<file path="src/rtl/mips_pkg.sv">
// Shared MIPS datapath definitions.
// Fetch FSM encoding, PC increment and the default reset vector.
package mips_pkg;

    typedef enum logic [2:0] {
        S_IDLE = 3'd0,
        S_REQ  = 3'd1,
        S_WAIT = 3'd2,
        S_DROP = 3'd3,
        S_HOLD = 3'd4
    } fetch_state_e;

    localparam int unsigned PC_INC       = 4;
    localparam logic [31:0] RESET_PC_DEF = 32'h0000_0000;

endpackage

</file>
<file path="src/rtl/fetch_pc_reg.sv">
// Program counter register for the fetch stage.
// A load always wins over an increment; loaded targets are word-aligned.
module fetch_pc_reg
    import mips_pkg::*;
#(
    parameter int unsigned         ADDR_W   = 32,
    parameter logic [ADDR_W-1:0]   RESET_PC = ADDR_W'(RESET_PC_DEF)
) (
    input  logic              clk,
    input  logic              rst,
    input  logic              ld_i,
    input  logic [ADDR_W-1:0] ld_pc_i,
    input  logic              inc_i,
    output logic [ADDR_W-1:0] pc_o
);

    logic [ADDR_W-1:0] pc_q;
    logic [ADDR_W-1:0] pc_d;

    always_comb begin
        pc_d = pc_q;
        if (ld_i) begin
            pc_d = {ld_pc_i[ADDR_W-1:2], 2'b00};
        end else if (inc_i) begin
            pc_d = pc_q + ADDR_W'(PC_INC);
        end
    end

    always_ff @(posedge clk or posedge rst) begin
        if (rst) begin
            pc_q <= RESET_PC;
        end else begin
            pc_q <= pc_d;
        end
    end

    assign pc_o = pc_q;

endmodule

</file>
<file path="src/rtl/fetch_unit.sv">
// MIPS instruction-fetch stage: one outstanding imem request,
// {pc, instr} delivered to IF/ID over valid/ready.
module fetch_unit
    import mips_pkg::*;
#(
    parameter int unsigned       ADDR_W   = 32,
    parameter int unsigned       DATA_W   = 32,
    parameter logic [ADDR_W-1:0] RESET_PC = ADDR_W'(RESET_PC_DEF)
) (
    input  logic              clk,
    input  logic              rst,
    input  logic              redirect_valid,
    input  logic [ADDR_W-1:0] redirect_pc,
    output logic              imem_req_valid,
    input  logic              imem_req_ready,
    output logic [ADDR_W-1:0] imem_req_addr,
    input  logic              imem_rsp_valid,
    input  logic [DATA_W-1:0] imem_rsp_data,
    output logic              out_valid,
    input  logic              out_ready,
    output logic [ADDR_W-1:0] out_pc,
    output logic [DATA_W-1:0] out_instr
);

    fetch_state_e      state_q;
    logic [ADDR_W-1:0] out_pc_q;
    logic [DATA_W-1:0] out_instr_q;
    logic [ADDR_W-1:0] pc;
    logic              pc_inc;

    // Advance only on a response that is actually captured.
    assign pc_inc = (state_q == S_WAIT) && imem_rsp_valid && !redirect_valid;

    fetch_pc_reg #(
        .ADDR_W   (ADDR_W),
        .RESET_PC (RESET_PC)
    ) u_pc (
        .clk     (clk),
        .rst     (rst),
        .ld_i    (redirect_valid),
        .ld_pc_i (redirect_pc),
        .inc_i   (pc_inc),
        .pc_o    (pc)
    );

    always_ff @(posedge clk or posedge rst) begin
        if (rst) begin
            state_q     <= S_IDLE;
            out_pc_q    <= '0;
            out_instr_q <= '0;
        end else begin
            case (state_q)
                S_IDLE: state_q <= S_REQ;
                S_REQ: begin
                    if (imem_req_ready) begin
                        state_q <= redirect_valid ? S_DROP : S_WAIT;
                    end
                end
                S_WAIT: begin
                    if (redirect_valid) begin
                        state_q <= imem_rsp_valid ? S_REQ : S_DROP;
                    end else if (imem_rsp_valid) begin
                        out_pc_q    <= pc;
                        out_instr_q <= imem_rsp_data;
                        state_q     <= S_HOLD;
                    end
                end
                S_DROP: begin
                    if (imem_rsp_valid) begin
                        state_q <= S_REQ;
                    end
                end
                S_HOLD: begin
                    if (redirect_valid || out_ready) begin
                        state_q <= S_REQ;
                    end
                end
                default: state_q <= S_IDLE;
            endcase
        end
    end

    assign imem_req_valid = (state_q == S_REQ);
    assign imem_req_addr  = pc;
    assign out_valid      = (state_q == S_HOLD);
    assign out_pc         = out_pc_q;
    assign out_instr      = out_instr_q;

endmodule

</file>
<file path="config.mk">
export PLATFORM = sky130hd
export DESIGN_NAME = fetch_unit
export DESIGN_NICKNAME = d
export VERILOG_FILES = /design/src/rtl/mips_pkg.sv /design/src/rtl/fetch_pc_reg.sv /design/src/rtl/fetch_unit.sv
export SDC_FILE = /design/constraint.sdc
export NUM_CORES = 1
export LEC_CHECK = 0
export CAP_MARGIN = 25
export CORE_MARGIN = 1
export CORE_UTILIZATION = 44
export DETAILED_ROUTE_END_ITERATION = 16
export PLACE_DENSITY = 0.87
export SYNTH_ARGS = -nofsm -noshare
export SYNTH_HDL_FRONTEND = slang
export SYNTH_SLANG_ARGS = --single-unit
</file>
<file path="constraint.sdc">
create_clock -name clk -period 3.5 [get_ports clk]
set_clock_uncertainty 0.1 [all_clocks]
set_input_delay 0.7 -clock clk [delete_from_list [all_inputs] [get_ports clk]]
set_output_delay 0.7 -clock clk [all_outputs]
set_load 0.01 [all_outputs]
</file>
# Word level (Yosys, flattened, before mapping)
# Cells that the tools add are included.
[word_totals]
inputBits = 70
out_inout_bits = 98
register_bits = 99
[op_classes]
n_eq_ne = 8
add_sub_neg = 1
n_bitwise = 1
n_reduce_logical = 8
n_mux = 10
[op_table]
columns = ["cell", "count"]
rows = [
  ["2-to-1 mux 32 bit", 2],
  ["adder 32 x 3 -> 32 bit (second input constant)", 1],
  ["2-to-1 mux 3 bit", 5],
  ["one-hot mux 3 bit (5 select lines)", 1],
  ["equality test 3 x 2 -> 1 bit (second input constant)", 2],
  ["inequality test 2 x 1 -> 1 bit (second input constant)", 2],
  ["AND reduction 4 bit", 1],
  ["equality test 3 x 1 -> 1 bit (second input constant)", 1],
  ["equality test 3 bit (second input constant)", 1],
  ["zero test 3 bit", 1],
  ["inequality test 3 bit (second input constant)", 1],
  ["AND reduction 3 bit", 1],
  ["logical AND 1 bit", 2],
  ["2-to-1 mux 2 bit", 1],
  ["inequality test 2 bit (second input constant)", 1],
  ["nonzero test 2 bit", 1],
  ["zero test 1 bit", 1],
  ["logical OR 1 bit", 1],
  ["2-to-1 mux 1 bit", 1],
  ["inverter 1 bit", 1],
]

# Depth between registers and ports, before layout
# Gate-level depths: netlist of run 1.
[depth]
ltp_word = 5
depth_mapped = 6

# Hierarchy
# From an unflattened synthesis of run 1, not the netlist that was laid out.
[hier_totals]
hier_cells = 348
area_unflattened_um2 = 4531.8
[modules_own_cells]
columns = ["module", "cells_per_inst", "n_inst", "area_each_um2"]
rows = [
  ["fetch_unit", 151, 1, 2743.9],
  ["fetch_pc_reg", 197, 1, 1788.0],
]

# Worst setup path after synthesis of run 1
# Ideal clock, no wire load.
[synth_path]
kind = "input-to-reg"
from = "in imem_rsp_valid"
to = "reg u_pc.pc_q[30], in the netlist u_pc.pc_o[30]"
arrival_ns = 2.080
path_slack_ns = 1.188
path_stages = 5
path_buffers = 1
setup_ns = 0.131
cell_sequence = "nand4bb_1 > buf_2 > nor4_1 > a211oi_1 > or3_1"
[synth_via]
elab_chain_len = 3
[synth_rtl]
columns = ["element", "line", "rtl"]
rows = [
  ["start: declaration", "fetch_unit.sv:17", "input logic imem_rsp_valid,"],
  ["logical AND 1 bit (2 in a row)", "fetch_unit.sv:32", "assign pc_inc = (state_q == S_WAIT) && imem_rsp_valid && !redirect_valid;"],
  ["nonzero test 2 bit (no source line)", "n/a", ""],
  ["end signal: assignment", "fetch_pc_reg.sv:33", "pc_q <= pc_d;"],
  ["end: declaration", "fetch_pc_reg.sv:17", "logic [ADDR_W-1:0] pc_q;"],
]
# No other way between the ends.
# A chain may end at the register's enable or synchronous reset.

# Final worst setup path of run 1
[layout_path]
from = "in imem_rsp_valid"
to = "reg u_pc.pc_q[25], in the netlist u_pc.pc_o[25]"
# The elaborated chain is that of the path after synthesis.

==> results of run 1 <==
-- area by class of cell --
type,instances,area share [%]
clock inverters,5,1.292
flip-flops and latches,95,37.77
clock buffers,10,2.028
repair buffers,168,27.04
inverters,9,0.5765
well taps,129,2.565
multi-input cells,247,28.73
-- metrics by stage --
stage               util [%]  area [um2]
global route           67.16        6294
finish                 67.16        6294
CTS                    67.16        6294
global placement       64.93        6085
detailed placement     64.93        6085
floorplan                  -        4323
-- cells in the final DEF, fill, tap and decap left out, drive strengths merged, types with 12 or more instances in the layout --
cell,netlist,layout
nor2,17,17
mux2,62,62
or4,12,12
clkdlybuf4s50,0,161
a31oi,12,12
o21ai,17,17
nand2,28,28
dfrtp,95,95
-- cell families (layout without fill, tap and decap cells) --
kind of cell	Yosys count	after routing	synth area share (%)
other cells	1	4	0.08697
buf+inv	33	192	3.511
compound gates	51	51	7.487
simple gates	114	114	14.16
xor+xnor	12	12	2.438
mux	65	65	16.89
fa+ha+maj	1	1	0.2901
flops	95	95	55.14
-- flip-flops by register name, summed over array words and instances (netlist names) --
register and cells:
state_q 3, out_pc 30, out_instr 32, u_pc.pc_o 30
-- power by group --
| part | switching, mW | total (mW) | leakage (nW) | internal (mW) |
|---|---|---|---|---|
| combinational | 0.613 | 1.71 | 1.28 | 1.10 |
| clock | 0.371 | 0.772 | 0.103 | 0.401 |
| sequential | 0.271 | 1.77 | 1.15 | 1.50 |
| total | 1.26 | 4.25 | 2.52 | 2.99 |
-- critical path: cells and delay by family --
family | cells | cell delay [ps]
AND/OR/NAND/NOR | 3 | 1410
buffers and inverters | 1 | 520
AO/OA/AOI/OAI | 1 | 190
-- cells in the mapped netlist (7+ instances only) --
| cell type | instances |
|---|---|
| xnor2_1 | 7 |
| nor4_1 | 8 |
| or4_1 | 11 |
| nand3_1 | 10 |
| o21ai_0 | 17 |
| dfrtp_1 | 95 |
| or3_1 | 7 |
| and3_1 | 7 |
| clkbuf_1 | 14 |
| nor2_1 | 17 |
| nand2_1 | 28 |
| inv_1 | 8 |
| o31ai_1 | 9 |
| a31oi_1 | 12 |
| nand4_1 | 10 |
| mux2_2 | 62 |
-- layer usage --
layer  up-vias  part of all wire (%)  global-route usage [%]
met3        11                   5.3                   4.161
met5         -                     0                       0
met1      1687                    42                   26.70
li1       1667                     -                       -
met4         0                   1.1                   6.689
met2       116                    52                   36.35
-- worst min path at each step --
| stage | to | start | cells after the start |
|---|---|---|---|
| 6_report | out_instr[31]$_DFFE_PP0P_ | out_instr[31]$_DFFE_PP0P_ | 1 |
| 5_1_grt | out_instr[31]$_DFFE_PP0P_ | out_instr[31]$_DFFE_PP0P_ | 1 |
| 3_5_place_dp | out_instr[27]$_DFFE_PP0P_ | out_instr[27]$_DFFE_PP0P_ | 1 |
| 3_3_place_gp | out_instr[16]$_DFFE_PP0P_ | out_instr[16]$_DFFE_PP0P_ | 1 |
| 4_1_cts | out_pc[22]$_DFFE_PP0P_ | out_pc[22]$_DFFE_PP0P_ | 1 |
| 2_1_floorplan | state_q[1]$_DFFE_PP0P_ | state_q[2]$_DFFE_PP0P_ | 1 |
==> impl_summary.md, run 1 <==
Run
The number of violations of the max-capacitance limit is 0.

Power and ir drop
The areal power density over the cells is 675.1 mW/mm2. Summed over all cells, the static leakage comes to 2.525 nW. The highest ir drop seen on vdd is 0.0003162 V.

The total power draw is 4.249 mW.

Global routing
Entering global routing, the biggest net connects 56 pins. The number of global-route vias before repair is 3,470. The overall global routing resource usage is 21.08%. The wire length of the first global-routing pass is 16,640 um. Global routing finished with a remaining overflow of 0.

The number of antenna violations at the first check in global routing is 0.

Timing
The transition time of the tightest slew-check pin is 744.9 ps. The minimum clock period is 2652 ps. The number of failing setup endpoints in the final timing report is 0. The worst hold margin is 411.0 ps.

The worst path meets setup with 848.0 ps of slack. The final worst-path cycle share is 75.77%. The aggregate negative setup slack is 0 ps. Setup repair after global routing left no endpoint under its margin. The number of pins exceeding their max-slew limit in the final report came to 0. In this run the tightest slew margin relative to its limit is 49.88%. The final-report hold violation count is 0. The highest clock rate is 0.3771 GHz.

Clock tree
The number of clock buffers added by TritonCTS is 9. The number of H-tree branching levels is 3. The clock latency at the later pin of the worst-skew pair is 350 ps. In this run, post-CTS repair resized a total of 0 instances. The post-CTS clock slew at the launch and capture registers of the worst setup and hold paths is 90 ps. TritonCTS built the clock tree. The quantity of hold-fixing buffers added after cts is 0.

The number of buffers inserted by post-CTS setup repair is 0. The number of buffers on the longest clock path is 2. The count of clock tree sinks is 95. CTS placed an instance of clkbuf_8 at the clock tree root.

Worst setup path
Traced cell by cell, the critical path runs through clkdlybuf4s50_1 > nor4bb_2 > nand4_1 > or4_1 > a31oi_1. The startpoint of the worst-slack reg-to-reg timing path is u_pc.pc_o[6]$_DFFE_PP0P_. Setup slack on the worst reg-to-reg path comes out at 940 ps. In this run the worst path has a maximum fanout of 6. The critical path class is primary input to register. STA puts the critical path data required time at 3670 ps.

The nature of the critical path endpoint is a register. The number of cells on the worst reg-to-reg path is 4. The largest stage delay on the critical path is 550 ps.

The slowest stage of the critical path is the or4_1 cell. The critical path ends at u_pc.pc_o[25]$_DFFE_PP0P_. The critical path launch point type is a primary input.

The most critical setup path has its startpoint at imem_rsp_valid. The capture instance of the worst register-to-register path is u_pc.pc_o[25]$_DFFE_PP0P_. The arrival time of the worst setup path is 2820 ps.

Drt
The routed layout has 3,481 vias. The aggregate routed wire length is 10,560 um. The count of unresolved DRC violations after routing is 0.

After detailed routing, the number of vias per cell comes to 5.250. The count of antenna-violating nets left after detailed routing is 0. The number of DRC markers after the initial detailed-route iteration is 81. After detailed routing, the average wire length per cell comes to 15.93 um. The count of TritonRoute iterations in the first routing pass is 4.

Floorplan
In this run the horizontal extent of the chip is 101.0 um. The die area is 0.01020 mm2. The total area inside the core boundary comes to 0.009371 mm2. The I/O pin count is 168. The effective utilization at floorplan is 46.01%. The total number of placement rows is 35. The die is 101.0 um tall.

Yosys
The mean instance size in the synthesized netlist is 11.59 um2. The portion of synthesized cell area occupied by the leading cell type is 55.14%. The synthesized design spends more area on one cell type than any other, namely dfrtp_1.

By area the synthesized netlist is led by dfrtp_1, mux2_2, nand2_1. The main flop type after synthesis is dfrtp_1. Yosys mapped a number of flops with a built-in enable equal to 0. The mapped netlist covers 0.004312 mm2.

The sequential area share after synthesis is 55.14%. The post-synthesis cell count is 372. In this run, synthesis produced a sequential element count of 95. Yosys printed 0 warnings. The number of different library cells used by synthesis comes to 44.

Of all flip-flops after synthesis, the portion carrying an async set or reset was 100.0%.

Cells and area
In the final design database the tool counted 601 nets. Registers take 0.002377 mm2. Leaving out filler cells and counting taps, the final layout contains 663. 0 antenna diodes ended up in the layout.

The layout has 753 filler cells. The fraction of final layout cells with drive strength greater than 1 is 16.85%. The area added between synthesis and finish is 45.97%.

The area used by multi-input combinational logic is 0.001808 mm2.

Place
Counting tap cells, the placed design contains a total of 648 instances. During placement, the flow inserted port buffers numbering 161. The routability congestion estimate from global placement is 0.7506.

The HPWL after detailed placement is 7675 um. Timing analysis after detailed placement gives a worst setup slack of 478.3 ps.

Worst hold path
The worst hold path class is register to register.

Run status
The flow ran to the end, and the final reports show no timing, DRC or antenna violations.
Power figures use the tool's default switching activity.
==> inputs of run 2 (changes only) <==
Clock period 3.5 ns to 2.5 ns, I/O delays scaled along.
==> run 2 against run 1 <==
Critical path depth decreased by 1; sequential power increased by 38%; register-to-register slack got worse by 750 ps; clock power increased by 31%; sequential cell count unchanged; first-iteration DRC count increased by 36%; via count increased by 4.3%; final cell count increased by 3.6%; global-route usage increased by 1.0 points; count of clock-buffer cells in the layout decreased by 1; design area increased by 2.6%; worst setup slack got worse by 660 ps.
==> impl_summary.md, run 2 (synthesized netlist as in run 1, its figures left out) <==
Global routing
The wire length of the first global-routing pass is 17,310 um (+4.0%). The number of global-route vias before repair came to 3,549 (+2.3%). The pin count of the biggest net entering global routing is 96 (+71%).

The overall global routing resource usage was 22.09% (+1.0 points). The number of antenna violations at the first check in global routing is 0 (unchanged). The global route total overflow is 0 (unchanged).

Cells and area
The number of nets at the end of the flow is 624 (+3.8%). The number of antenna cells inserted is 0 (unchanged). The area added between synthesis and finish is 49.71%. Leaving out fill and tap cells, the most frequent cell in the layout is clkdlybuf4s50_1. The number of flip-flops under the largest register name came to 32 (unchanged). In the layout the commonest cells are clkdlybuf4s50_1, dfrtp_1, mux2_2.

The count of filler cells inserted in the layout is 728 (-3.3%). The fraction of final layout cells with drive strength greater than 1 is 20.61% (+3.8 points). The final instance count without filler cells is 687 (+3.6%).

Run
The number of violations of the max-capacitance limit is 0 (unchanged).

Clock tree
The number of buffers inserted during clock tree synthesis is 9 (unchanged). The count of clock tree sinks is 95 (unchanged). TritonCTS built the clock tree. The number of H-tree branching levels came to 3 (unchanged). The post-CTS clock slew at the launch and capture registers of the worst setup and hold paths is 90 ps (about the same). The clock latency at the later pin of the worst-skew pair is 360 ps (about the same). The number of instances resized during post-cts repair is 0 (unchanged).

Clock tree synthesis selected as its root buffer the cell clkbuf_8. The number of buffers on the longest clock path came to 2 (unchanged). The quantity of hold-fixing buffers added after cts is 0 (unchanged).

The number of buffers inserted by post-CTS setup repair is 0 (unchanged).

Worst setup path
The worst setup path is of the register to register kind. The nature of the critical path endpoint is a register. The critical path launch point type is a register. The required time of the critical path was 2680 ps (-990 ps). The maximum fanout along the worst path is 7 (+1). The arrival time of the worst setup path is 2490 ps (-330 ps).

Timing
The transition time of the tightest slew-check pin is 530.9 ps (-214.0 ps). The headroom to the max-slew limit is 64.61% (+15 points). The final worst-path cycle share is 92.60%. The final-report hold violation count was 0 (unchanged). The number of failing setup endpoints in the final timing report is 0 (unchanged). The worst hold margin is 412.5 ps (+1.490 ps). Setup repair after global routing left no endpoint under its margin. The number of pins exceeding their max-slew limit in the final report is 0 (unchanged). For this run, the top clock speed supported by timing is 0.4320 GHz. The minimum clock period is 2315 ps.

Floorplan
The I/O pin count is 168 (unchanged). The effective utilization at floorplan is 46.01% (unchanged). The die area is 0.01020 mm2 (unchanged). The total number of placement rows is 35 (unchanged). The core region area is 0.009371 mm2 (unchanged). The floorplan die width is 101.0 um (unchanged). The y dimension of the die is 101.0 um (unchanged).

Power and ir drop
The net switching power was 1.784 mW (+42%). The leakage dissipation came to 2.623 nW (+3.9%). The clock group share of total power is 17.1% (-1.1 points). The highest ir drop seen on vdd is 0.0005386 V (+70%).

The internal power contribution is 4.124 mW (+38%). The net switching fraction of the power was 30.20% (+0.65 points). The share of power burned in combinational logic is 41.5% (+1.2 points). The total power draw is 5.908 mW (+39%). The areal power density over the cells is 915.2 mW/mm2 (+36%). The proportion of power drawn by flip-flops and latches is 41.4% (-0.2 points).

Drt
The aggregate routed wire length is 10,800 um (+2.2%). The count of unresolved DRC violations after routing is 0 (unchanged). The via density per instance is 5.287 (+0.69%). The count of TritonRoute iterations in the first routing pass came to 4 (unchanged). The number of DRC markers after the initial detailed-route iteration is 110 (+36%).

The number of vias after detailed routing was 3,632 (+4.3%). The routed length per placed instance is 15.71 um (-1.4%). The count of antenna-violating nets left after detailed routing came to 0 (unchanged).

Worst hold path
The worst hold path class is register to register.

Place
The cell count after placement was 671 (+3.5%). The final HPWL from detailed placement is 7952 um (+3.6%). The routability congestion estimate from global placement is 0.8067 (+7.5%). The quantity of I/O buffers inserted on ports is 161 (unchanged).

Run status
The flow ran to the end, and the final reports show no timing, DRC or antenna violations.
## run 2: final timing paths
check / end / slack (ps) / from / depth (start not counted)
setup / recovery: u_pc.pc_o[25]$_DFFE_PP0P_ / 190 / u_pc.pc_o[9]$_DFFE_PP0P_ / 4
hold / removal: out_instr[3]$_DFFE_PP0P_ / 410 / out_instr[3]$_DFFE_PP0P_ / 1
hold reg to reg: out_instr[3]$_DFFE_PP0P_ / 410 / out_instr[3]$_DFFE_PP0P_ / 1
max in group asynchronous: u_pc.pc_o[20]$_DFFE_PP0P_ / 1360 / rst / 3
min in group asynchronous: out_instr[15]$_DFFE_PP0P_ / 500 / rst / 3
setup reg to reg: u_pc.pc_o[25]$_DFFE_PP0P_ / 190 / u_pc.pc_o[9]$_DFFE_PP0P_ / 4
## run 2: power by group through the flow
| stage | clock (mW) | combinational, mW | sequential [mW] |
|---|---|---|---|
| 6_report | 1.01 | 2.45 | 2.45 |
| 5_1_grt | 1.09 | 2.61 | 2.53 |
| 4_1_cts | 1.04 | 2.48 | 2.45 |
| 3_5_place_dp | 0 | 2.47 | 2.48 |
| 3_3_place_gp | 0 | 2.41 | 2.43 |
| 2_1_floorplan | 0 | 0.799 | 2.69 |
## run 2: area by class of cell
cell class / instances / area [um2] / area share, %
Timing Repair Buffer: 191 / 1874 / 29.04
Inverter: 9 / 37.54 / 0.5815
Clock buffer: 9 / 123.9 / 1.919
Clock inverter: 7 / 72.57 / 1.124
Tap cell: 129 / 161.4 / 2.500
Multi-Input combinational cell: 247 / 1808 / 28.01
Sequential cell: 95 / 2377 / 36.83
## run 2: stage by stage
stage | setup slack (ps) | setup TNS [ps] | utilization [%] | cell area [um2]
3_3_place_gp | -98.23 | -172.1 | 66.78 | 6259
3_5_place_dp | -103.7 | -373.5 | 66.78 | 6259
2_1_floorplan | 320.3 | 0 | - | 4327
5_1_grt | 27.94 | 0 | 68.88 | 6455
4_1_cts | 183.8 | 0 | 68.88 | 6455
6_report | 185.1 | 0 | 68.88 | 6455
## run 2: worst max-delay path, cell delays in order (launching register included)
cell and delay (ps):
dfrtp_1 430, nand4_1 290, or4_1 700, or4_1 540, a31oi_1 170
## run 2: per-layer routing
layer,routed length (um),part of all wire [%],GRT usage (%)
met1,4633,43,28.31
met2,5428,50,37.36
met3,547,5.1,3.883
met4,184,1.7,8.584
met5,0,0,0
==> inputs of run 3 (changes only) <==
Settings changed: REMOVE_ABC_BUFFERS set to 1.
==> run 3 against run 2 <==
Die area stayed put; via count is 0.66% higher; sequential cell count stayed put; sequential share of layout area is 0.23 points lower; critical endpoint is now u_pc.pc_o[22]$_DFFE_PP0P_; final cell count is 0.15% lower; total power is 4.3% higher; register-to-register slack better by 30 ps; first-iteration DRC count is 42% higher; global-route usage is 0.46 points higher; non-clock buffer count is 1 lower.
==> impl_summary.md, run 3 (synthesized netlist as in run 1, its figures left out) <==
Clock tree
The number of buffers inserted by post-CTS setup repair is 0 (unchanged). The number of buffers inserted during clock tree synthesis is 9 (unchanged). The count of clock tree sinks came to 95 (unchanged). The quantity of hold-fixing buffers added after cts is 0 (unchanged). The number of buffers on the longest clock path is 2 (unchanged).

The TritonCTS clock tree is built. The number of H-tree branching levels is 3 (unchanged). The post-CTS clock slew at the launch and capture registers of the worst setup and hold paths was 100 ps (about the same). The library cell used as clock root buffer is clkbuf_8. The number of instances resized during post-cts repair was 0 (unchanged). The clock latency at the later pin of the worst-skew pair came to 360 ps (about the same).

Timing
The aggregate negative setup slack was 0 ps (unchanged). The number of failing setup endpoints in the final timing report is 0 (unchanged). The final-report hold violation count is 0 (unchanged).

The minimum clock period is 2317 ps (+2.422 ps). Setup repair after global routing left no endpoint under its margin. The final worst setup slack came to 182.7 ps (-2.422 ps). The transition time of the tightest slew-check pin was 488.6 ps (-42.29 ps).

The headroom to the max-slew limit is 67.13% (+2.5 points). The number of pins exceeding their max-slew limit in the final report is 0 (unchanged). The final worst-path cycle share is 92.69% (+0.097 points). The worst hold margin is 361.9 ps (-50.60 ps). The highest clock rate is 0.4315 GHz (-0.10%).

Place
The final HPWL from detailed placement came to 8151 um (+2.5%). The minimum setup slack after placement is -162.3 ps (-58.55 ps). The placed cell area was 0.006250 mm2 (-0.14%). The quantity of I/O buffers inserted on ports is 161 (unchanged).

The cell count after placement is 670 (-0.15%). The routability congestion estimate from global placement is 0.7819 (-3.1%).

Drt
The routed length per placed instance came to 16.22 um (+3.2%). The number of vias after detailed routing came to 3,656 (+0.66%). The via density per instance was 5.329 (+0.81%). The count of TritonRoute iterations in the first routing pass was 4 (unchanged).

The aggregate routed wire length is 11,130 um (+3.1%). The count of antenna-violating nets left after detailed routing is 0 (unchanged). The number of DRC markers after the initial detailed-route iteration is 156 (+42%). The count of unresolved DRC violations after routing is 0 (unchanged).

Cells and area
The number of flip-flops under the largest register name was 32 (unchanged). The final cell area excluding filler cells came to 0.006495 mm2 (+0.62%). The final instance count without filler cells was 686 (-0.15%). Leaving out fill and tap cells, the most frequent cell in the layout is clkdlybuf4s50_1. The library cells used most frequently in the layout, excluding fill and tap cells, are clkdlybuf4s50_1, dfrtp_1, mux2_2. The final core utilization is 69.31% (+0.43 points).

The number of nets at the end of the flow is 623 (-0.16%). The number of antenna cells inserted is 0 (unchanged). The fraction of final layout cells with drive strength greater than 1 is 20.29% (-0.32 points). The area added between synthesis and finish is 50.64%.

Power and ir drop
The areal power density over the cells is 948.2 mW/mm2 (+3.6%). The highest ir drop seen on vdd is 0.0005736 V (+6.5%). The leakage dissipation came to 2.649 nW (+1.0%). The total power draw was 6.159 mW (+4.3%).

Worst setup path
The maximum fanout along the worst path is 7 (unchanged). The capture instance of the worst register-to-register path is u_pc.pc_o[31]$_DFFE_PP0P_. The number of cells on the worst reg-to-reg path came to 4 (unchanged). STA classifies the critical path endpoint as a register. The arrival time of the worst setup path is 2500 ps (about the same). STA classifies the critical path startpoint as a primary input. The worst reg-to-reg setup slack is 220 ps (+30 ps). The worst register-to-register path begins at u_pc.pc_o[9]$_DFFE_PP0P_.

The required time of the critical path was 2680 ps (about the same). The worst setup path is of the primary input to register kind.

Floorplan
The die area was 0.01020 mm2 (unchanged). The core region area was 0.009371 mm2 (unchanged). The y dimension of the die is 101.0 um (unchanged). The floorplan die width is 101.0 um (unchanged). The total number of placement rows is 35 (unchanged). The I/O pin count is 168 (unchanged). The effective utilization at floorplan came to 46.01% (unchanged).

Global routing
The pin count of the biggest net entering global routing was 48 (-50%). The number of global-route vias before repair was 3,680 (+3.7%). The global route total overflow is 0 (unchanged).

The number of antenna violations at the first check in global routing is 0 (unchanged). The overall global routing resource usage came to 22.55% (+0.46 points). The wire length of the first global-routing pass is 17,860 um (+3.2%).

Worst hold path
The worst hold path class is primary input to async pin.

Run status
The flow ran to the end, and the final reports show no timing, DRC or antenna violations.

Run
The number of violations of the max-capacitance limit is 0 (unchanged).
## run 3: worst max-delay path by stage
| stage | startpoint | end | slack [ps] |
|---|---|---|---|
| 4_1_cts | u_pc.pc_o[6]$_DFFE_PP0P_ | u_pc.pc_o[31]$_DFFE_PP0P_ | 180 |
| 2_1_floorplan | state_q[0]$_DFFE_PP0P_ | out_instr[0]$_DFFE_PP0P_ | -1640 |
| 3_5_place_dp | imem_rsp_valid | u_pc.pc_o[31]$_DFFE_PP0P_ | -160 |
| 3_3_place_gp | imem_rsp_valid | u_pc.pc_o[29]$_DFFE_PP0P_ | -160 |
| 5_1_grt | imem_rsp_valid | u_pc.pc_o[22]$_DFFE_PP0P_ | 80 |
| 6_report | imem_rsp_valid | u_pc.pc_o[22]$_DFFE_PP0P_ | 180 |
## run 3: critical path, stage by stage
cell             delay (ps)
clkdlybuf4s50_1         490
buf_4                   120
nor4bb_2                290
buf_4                   180
nand2_1                 170
or4_1                   570
a31oi_1                 170
## run 3: power breakdown
part,internal [mW],switching [mW]
Clock,0.674,0.557
Sequential,2.09,0.345
Combinational,1.58,0.911
Total,4.35,1.81
## run 3: layout make-up
type | instances | area (um2)
Sequential cell | 95 | 2377
Fill cell | 707 | 2877
Inverter | 9 | 36.28
Timing Repair Buffer | 190 | 1867
Clock buffer | 10 | 127.6
Multi-Input combinational cell | 247 | 1808
Tap cell | 129 | 161.4
Clock inverter | 6 | 117.6
## run 3: per-layer routing
metal	GRT usage [%]	vias to the layer above	wire length [um]
li1	-	1710	-
met1	27.89	1792	4595
met2	39.15	134	5709
met3	4.577	20	633
met4	8.027	0	187
met5	0	-	0
